===== config.mk =====
export PLATFORM = sky130hd
export DESIGN_NAME = bmp_cmd_queue_flat
export DESIGN_NICKNAME = d
export VERILOG_FILES = /design/src/rtl/bmp_cmd_queue_if.sv /design/src/rtl/bmp_cmd_queue.sv /design/src/flat_wrapper.sv
export SDC_FILE = /design/constraint.sdc
export NUM_CORES = 1
export LEC_CHECK = 0
export BUFFER_PORTS_ARGS = -buffer_cell sky130_fd_sc_hd__buf_2
export CAP_MARGIN = 20
export CORE_ASPECT_RATIO = 0.8
export CORE_UTILIZATION = 50
export CTS_CLUSTER_DIAMETER = 80
export DETAILED_ROUTE_END_ITERATION = 6
export GPL_ROUTABILITY_DRIVEN = 0
export PLACE_DENSITY = 0.68
export SLEW_MARGIN = 15
export SYNTH_ARGS = -nofsm -noshare
export SYNTH_HDL_FRONTEND = slang
export SYNTH_SLANG_ARGS = --single-unit

===== constraint.sdc =====
create_clock -name clk -period 6.1 [get_ports clk]
set_clock_uncertainty 0.2 [all_clocks]
set_input_delay 1.22 -clock clk [delete_from_list [all_inputs] [get_ports clk]]
set_output_delay 1.22 -clock clk [all_outputs]
set_load 0.02 [all_outputs]

===== src/rtl/bmp_cmd_queue_if.sv =====
// CPU data-bus bundle for the bitmap placer command queue.
// The CPU side drives the master modport; the queue is the slave.
interface bmp_cmd_queue_if;
  logic [15:0] addr;
  logic        wr_en;
  logic        rd_en;
  logic [15:0] wdata;
  logic [15:0] rdata;

  modport master (
    output addr,
    output wr_en,
    output rd_en,
    output wdata,
    input  rdata
  );

  modport slave (
    input  addr,
    input  wr_en,
    input  rd_en,
    input  wdata,
    output rdata
  );
endinterface


===== src/rtl/bmp_cmd_queue.sv =====
// Memory-mapped command FIFO in front of the bitmap/font placer.
// Commands are dispatched one per placer-idle window.
module bmp_cmd_queue #(
  parameter int          DEPTH     = 8,
  parameter int          CNT_W     = 4,
  parameter logic [15:0] BASE_ADDR = 16'hC008
) (
  input  logic               clk,
  input  logic               rst_n,
  bmp_cmd_queue_if.slave     bus,
  input  logic               plc_busy,
  output logic [13:0]        ctrl,
  output logic [9:0]         xloc,
  output logic [8:0]         yloc
);

  localparam int PTR_W = $clog2(DEPTH);

  typedef enum logic [1:0] {
    IDLE,
    PULSE,
    GUARD,
    WAIT
  } state_t;

  typedef struct packed {
    logic [13:0] c;
    logic [9:0]  x;
    logic [8:0]  y;
  } entry_t;

  entry_t             mem [DEPTH];
  entry_t             head;
  entry_t             fresh;
  logic [PTR_W-1:0]   wr_ptr;
  logic [PTR_W-1:0]   rd_ptr;
  logic [CNT_W-1:0]   count;
  logic [9:0]         shadow_x;
  logic [8:0]         shadow_y;
  logic               overflow;
  state_t             state;

  logic               hit_ctrl;
  logic               hit_x;
  logic               hit_y;
  logic               hit_st;
  logic               act;
  logic               push_req;
  logic               full;
  logic               pop;
  logic               push_ok;
  logic               drop;
  logic               q_busy;
  logic [15:0]        status;
  logic               unused_ok;

  assign hit_ctrl = bus.wr_en
                  && (bus.addr == BASE_ADDR);
  assign hit_x    = bus.wr_en
                  && (bus.addr == BASE_ADDR + 16'd1);
  assign hit_y    = bus.wr_en
                  && (bus.addr == BASE_ADDR + 16'd2);
  assign hit_st   = bus.rd_en
                  && (bus.addr == BASE_ADDR + 16'd3);

  assign act      = bus.wdata[13]
                  | bus.wdata[6]
                  | bus.wdata[5];
  assign push_req = hit_ctrl && act;

  assign full     = (count == CNT_W'(DEPTH));
  assign pop      = (state == IDLE)
                  && (count != '0)
                  && !plc_busy;

  // A pop frees a slot at the same edge, so a full queue still accepts.
  assign push_ok  = push_req && (!full || pop);
  assign drop     = push_req && full && !pop;

  assign head     = mem[rd_ptr];
  assign fresh    = '{c: bus.wdata[13:0],
                      x: shadow_x,
                      y: shadow_y};

  assign q_busy   = (count != '0) || (state != IDLE);

  always_comb begin
    status              = '0;
    status[15]          = overflow;
    status[14]          = q_busy;
    status[CNT_W-1:0]   = count;
  end

  assign bus.rdata = hit_st ? status : 16'h0000;
  assign unused_ok = ^bus.wdata[15:14];

  always_ff @(posedge clk) begin
    if (push_ok)
      mem[wr_ptr] <= fresh;
  end

  always_ff @(posedge clk or negedge rst_n) begin
    if (!rst_n) begin
      wr_ptr   <= '0;
      rd_ptr   <= '0;
      count    <= '0;
      shadow_x <= '0;
      shadow_y <= '0;
      overflow <= 1'b0;
    end else begin
      if (push_ok)
        wr_ptr <= wr_ptr + 1'b1;
      if (pop)
        rd_ptr <= rd_ptr + 1'b1;
      unique case ({push_ok, pop})
        2'b10:   count <= count + 1'b1;
        2'b01:   count <= count - 1'b1;
        default: count <= count;
      endcase
      if (hit_x)
        shadow_x <= bus.wdata[9:0];
      if (hit_y)
        shadow_y <= bus.wdata[8:0];
      if (drop)
        overflow <= 1'b1;
      else if (hit_st)
        overflow <= 1'b0;
    end
  end

  // GUARD covers the cycle before the placer's busy flag can rise.
  always_ff @(posedge clk or negedge rst_n) begin
    if (!rst_n) begin
      state <= IDLE;
      ctrl  <= '0;
      xloc  <= '0;
      yloc  <= '0;
    end else begin
      unique case (state)
        IDLE: begin
          if (pop) begin
            ctrl  <= head.c;
            xloc  <= head.x;
            yloc  <= head.y;
            state <= PULSE;
          end
        end
        PULSE: begin
          ctrl  <= '0;
          state <= GUARD;
        end
        GUARD: begin
          state <= WAIT;
        end
        WAIT: begin
          if (!plc_busy)
            state <= IDLE;
        end
        default: begin
          ctrl  <= '0;
          state <= IDLE;
        end
      endcase
    end
  end

endmodule


===== src/flat_wrapper.sv =====
// flat-port wrapper written by rule: the top's interface ports become plain ports
module bmp_cmd_queue_flat 
#(
  parameter int          DEPTH     = 8,
  parameter int          CNT_W     = 4,
  parameter logic [15:0] BASE_ADDR = 16'hC008
)
  (clk, rst_n, plc_busy, ctrl, xloc, yloc, bus_addr, bus_wr_en, bus_rd_en, bus_wdata, bus_rdata);
  bmp_cmd_queue_if bus_i ();
  input  logic clk;
  input  logic rst_n;
  input  logic plc_busy;
  output logic [13:0] ctrl;
  output logic [9:0] xloc;
  output logic [8:0] yloc;
  input wire logic [$bits(bus_i.addr)-1:0] bus_addr;
  input wire logic [$bits(bus_i.wr_en)-1:0] bus_wr_en;
  input wire logic [$bits(bus_i.rd_en)-1:0] bus_rd_en;
  input wire logic [$bits(bus_i.wdata)-1:0] bus_wdata;
  output wire logic [$bits(bus_i.rdata)-1:0] bus_rdata;
  assign bus_i.addr = bus_addr;
  assign bus_i.wr_en = bus_wr_en;
  assign bus_i.rd_en = bus_rd_en;
  assign bus_i.wdata = bus_wdata;
  assign bus_rdata = bus_i.rdata;
  bmp_cmd_queue #(.DEPTH(DEPTH), .CNT_W(CNT_W), .BASE_ADDR(BASE_ADDR)) u_core (.clk(clk), .rst_n(rst_n), .bus(bus_i), .plc_busy(plc_busy), .ctrl(ctrl), .xloc(xloc), .yloc(yloc));
endmodule

## Yosys cells after proc, flatten, opt, wreduce, memory -nomap -nowiden

Memory sizes are Yosys's and may differ from the RTL's.
Index checks and enable logic that the tools add are counted.
Widths: inputs -> output; s select.

- Register bits: 65
- Memory bits (writable): 264
- Input bits: 37
- Output and inout bits: 49
- Memories: 1

Memories:

| name | depth | width | read ports | clocked after Yosys merged registers in | write ports | RTL line | source |
|---|---|---|---|---|---|---|---|
| u_core.mem | 8 | 33 | 1 | 0 | 1 | bmp_cmd_queue.sv:32 | `entry_t mem [DEPTH];` |

- Add/sub/neg operators: 4
- Eq/ne operators: 12
- Mux-type cells: 11
- Bitwise gates (word level): 2
- Reductions and logical operators: 24

Operator list:

| kind | number |
|---|---|
| $eq 16x16->1 const B | 4 |
| $pmux 14 s2 | 1 |
| $mux 16 | 1 |
| $mux 14 | 1 |
| $logic_and 1x1->1 | 10 |
| $pmux 2 s4 | 1 |
| $pmux 4 s2 | 1 |
| $reduce_bool 2->1 | 4 |
| $add 3x1->3 const B | 2 |
| $eq 2x2->1 const B | 3 |
| $reduce_and 2->1 | 3 |
| $add 4x1->4 const B | 1 |
| $eq 2x1->1 const B | 2 |
| $eq 4x4->1 const B | 1 |
| $mux 1 | 4 |
| $mux 2 | 2 |
| $reduce_bool 4->1 | 1 |
| $sub 4x1->4 const B | 1 |
| $logic_not 1->1 | 3 |
| $logic_not 2->1 | 1 |
| $logic_or 1x1->1 | 2 |
| $ne 2x1->1 const B | 1 |
| $ne 2x2->1 const B | 1 |
| $or 1x1->1 | 2 |

## Longest topological paths before layout

- Word-level depth: 7
- Mapped depth: 11

## Worst setup path before layout

OpenSTA, ideal clock, no wires.

- Path type: input to register
- From: in bus_addr[5]
- To: mem u_core.mem[4][0] (netlist bit), enable pin
- Arrival: 4745 ps
- Setup slack: 684 ps
- Stages on the path: 5
- Buffers on the path: 0
- Cell sequence: nor4_4 nand4_4 nor4_1 and2_1 nor3b_1

- Cells in the longest elaborated chain, start to end: 6

RTL lines:

| what | RTL line | source |
|---|---|---|
| start: declaration | flat_wrapper.sv:16 | `input wire logic [$bits(bus_i.addr)-1:0] bus_addr;` |
| $eq 16x16->1 | bmp_cmd_queue.sv:58 | `&& (bus.addr == BASE_ADDR);` |
| $logic_and 1x1->1 | bmp_cmd_queue.sv:58 |  |
| $logic_and 1x1->1 | bmp_cmd_queue.sv:69 | `assign push_req = hit_ctrl && act;` |
| $logic_and 1x1->1 | bmp_cmd_queue.sv:77 | `assign push_ok = push_req && (!full \|\| pop);` |
| $mux 1 | bmp_cmd_queue.sv:98 | `if (push_ok)` |
| $mux 1 (implied by the code) | bmp_cmd_queue.sv:99 | `mem[wr_ptr] <= fresh;` |
| end: declaration | bmp_cmd_queue.sv:32 |  |

No other way between the ends.

## Worst setup path after layout

- From: in bus_addr[5]
- To: out bus_rdata[14]

- Cells in the longest elaborated chain, start to end: 3

RTL lines:

| what | RTL line | source |
|---|---|---|
| $eq 16x16->1 | bmp_cmd_queue.sv:64 | `&& (bus.addr == BASE_ADDR + 16'd3);` |
| $logic_and 1x1->1 | bmp_cmd_queue.sv:64 |  |
| $mux 16 | bmp_cmd_queue.sv:94 | `assign bus.rdata = hit_st ? status : 16'h0000;` |
| end: declaration | flat_wrapper.sv:20 | `output wire logic [$bits(bus_i.rdata)-1:0] bus_rdata;` |

No other way between the ends.

==> impl_metrics.yaml <==
status:
  outcome: "finished clean"
critical_path:
  required_ps: 4680
  critPathKind: "in -> out"
  arrival_ps: 2790
  start_kind: "primary input"
  rr_startpoint: "u_core.state[1]"
  crit_path_end_kind: "output port"
  cp-startpoint: "bus_addr[5]"
  crit_fanout: 10
final_layout:
  nNetsFinal: 775
  syn2layout_area_growth_pct: 14.4
  drive_above_1_share: 0.323
  n_antenna_cell: 0
  nFillCells: 1793
  design_area_mm2: 0.0146
global_routing:
  grt_pass1_vias: 6428
  gr-usage-all-layers: 0.200
  grt_pass1_wl_um: 38300
  grt_overflow: 0
  grt_max_degree: 66
  grt_antenna_before_repair: 0
logic_synthesis:
  synth_edf_count: 264
  syn_area_per_cell_um2: 20.1
  yosysMostFrequentCell: "edfxtp_1"
  synth.ff_latch_count: 329
  synth.distinct_cells: 44
  synth_top_area_cell: "edfxtp_1"
  synth.top_cell.area_share: 0.622
  synthTopCellsByCount: "edfxtp_1 (264), mux4_2 (66), dfrtp_1 (65)"
  synth_area_leaders: "edfxtp_1 (62%), dfrtp_1 (13%), mux4_2 (12%)"
  synth_warnings: 0
  async_flop_share: 0.198
  syn_inst: 635
  yosysSeqAreaShare: 0.750
  synth.cell_area_mm2: 0.0127
  synth_ff_type: "edfxtp_1"
floorplan:
  start_util: 0.516
  num_rows: 51
  dieArea_mm2: 0.0261
  num_io_pins: 86
  core_mm2: 0.0247
  die_height_um: 145
  die_w_um: 180
run:
  max_cap_viol_count: 0
detailed_routing:
  firstDrtPassIters: 5
  drt_wl_total_um: 24900
  drc_errors: 0
  vias: 6142
  drtIter0Drc: 378
  vias_per_cell: 5.74
  wl_per_cell_um: 23.3
  antenna_left: 0
power:
  p_per_area_mw_per_mm2: 400
  pwr-share-seq: 0.474
  p_total_mw: 5.83
  worst_ir_drop_vdd_mv: 0.290
  p_int_mw: 4.20
  swShare: 0.279
  leakagePower_nw: 5.58
  p_comb_frac: 0.194
  clock_power_share: 0.333
  power.switching_mw: 1.63
timing:
  slew_violations: 0
  finalSetupTns_ps: 0
  fin_crit_sh: 0.690
  fin_crit_ps: 4210
  setup_viol: 0
  fmax_mhz: 238
  final-hold-violation-count: 0
  timing_worst_slew_pin_value_ps: 1020
  rsz0062_at_grt: "false"
  maxSlewHeadroom: 0.319
  fin_ws_ps: 1890
clock_network:
  clock-sinks: 329
  insertion_delay_ps: 550
  cts_buffers: 31
  ctsHoldBuffers: 0
  cts-root-buf: "clkbuf_16"
  cts_max_level: 1
  clk_path_buf_depth: 3
  clkTransAtPathRegs_ps: 60
  ctsResizeCount: 0
  cts_tree: "yes"
  post_cts_buffers: 0
placement:
  dpl_cell_area_mm2: 0.0135
  pre_cts_slack_ps: 1710
  portBuffers: 73
  dp_hpwl_um: 14000
hold_path:
  min_path_type: "reg -> reg"
  hold_start: "u_core.ctrl[2]"
cells by family after synthesis:
| group | after synthesis | synth area share |
|---|---|---|
| AOI/OAI and AO/OA | 47 | 0.0205 |
| muxes | 122 | 0.163 |
| adders and majority gates | 10 | 0.0104 |
| and+or+nand+nor | 75 | 0.0342 |
| other | 1 | 0.000294 |
| buffers and inverters | 44 | 0.0167 |
| xor gates and xnor gates | 7 | 0.00481 |
| DFF | 329 | 0.750 |
layout make-up:
type                            count  area [µm²]  share of cell area
Clock buffer                       40         840              0.0576
Clock inverter                     17         199              0.0136
Inverter                            8        30.0             0.00206
Multi-Input combinational cell    271        3040               0.209
Sequential cell                   329        9560               0.656
Tap cell                          318         398              0.0273
Timing Repair Buffer               87         510              0.0350
critical path, stage by stage:
cell and delay, ps:
buf_2 110, nor4_4 320, nand4_4 240, nor3_1 470
a21boi_0 230, buf_2 190
per-layer routing:
layer | global-route usage | wire length, µm | up-vias
met3 | 0.0298 | 1290 | 35
met2 | 0.340 | 12100 | 183
li1 | - | - | 2705
met5 | 0 | 0 | -
met4 | 0.0414 | 379 | 0
met1 | 0.279 | 11200 | 3219
registers in the layout (all words and copies together), names as in the netlist, 4 cells and up:
| name | count |
|---|---|
| u_core.count | 4 |
| u_core.ctrl | 14 |
| u_core.mem | 264 |
| u_core.shadow_x | 10 |
| u_core.shadow_y | 9 |
| u_core.xloc | 10 |
| u_core.yloc | 9 |
path summary, 6_finish.rpt:
kind                                     endpoint  slack, ps  depth (start not counted)
worst min-delay path               u_core.ctrl[2]        280                          2
max in group asynchronous        u_core.rd_ptr[0]       4320                          1
worst max-delay path                bus_rdata[14]       1890                          6
min in group asynchronous         u_core.ctrl[11]        640                          1
worst min register to register     u_core.ctrl[2]        280                          2
worst max register to register  u_core.mem[1][30]       2600                          8
cell usage in the layout (no fill, tap or decap), types with 4 or more instances in the layout:
master	n
a21oi_1	22
buf_2	72
buf_4	12
bufinv_16	4
clkbuf_1	6
clkbuf_16	31
clkinv_2	8
clkinvlp_4	4
conb_1	10
dfrtp_1	62
edfxtp_1	264
ha_1	9
inv_1	8
mux2_2	21
mux2i_1	34
mux4_2	66
nand2_1	19
nor2_1	21
nor4_1	5
o21ai_0	18
xnor2_1	5
power groups by stage:
stage          registers (mW)  clock network [mW]  logic, mW
4_1_cts                  2.77                1.97       1.15
3_3_place_gp             2.81                   0       1.11
5_1_grt                  2.80                2.06       1.23
6_report                 2.76                1.94       1.13
3_5_place_dp             2.82                   0       1.14
2_1_floorplan            2.75                   0      0.860
metrics by stage:
stage	hold slack [ps]	cells	util
final	275	1070	0.590
after detailed placement	266	1013	0.548
after CTS	281	1070	0.590
after floorplan	250	644	-
after global placement	259	1013	0.548
after global routing	295	1070	0.590
Note: power is estimated with default switching activity, not from simulation.
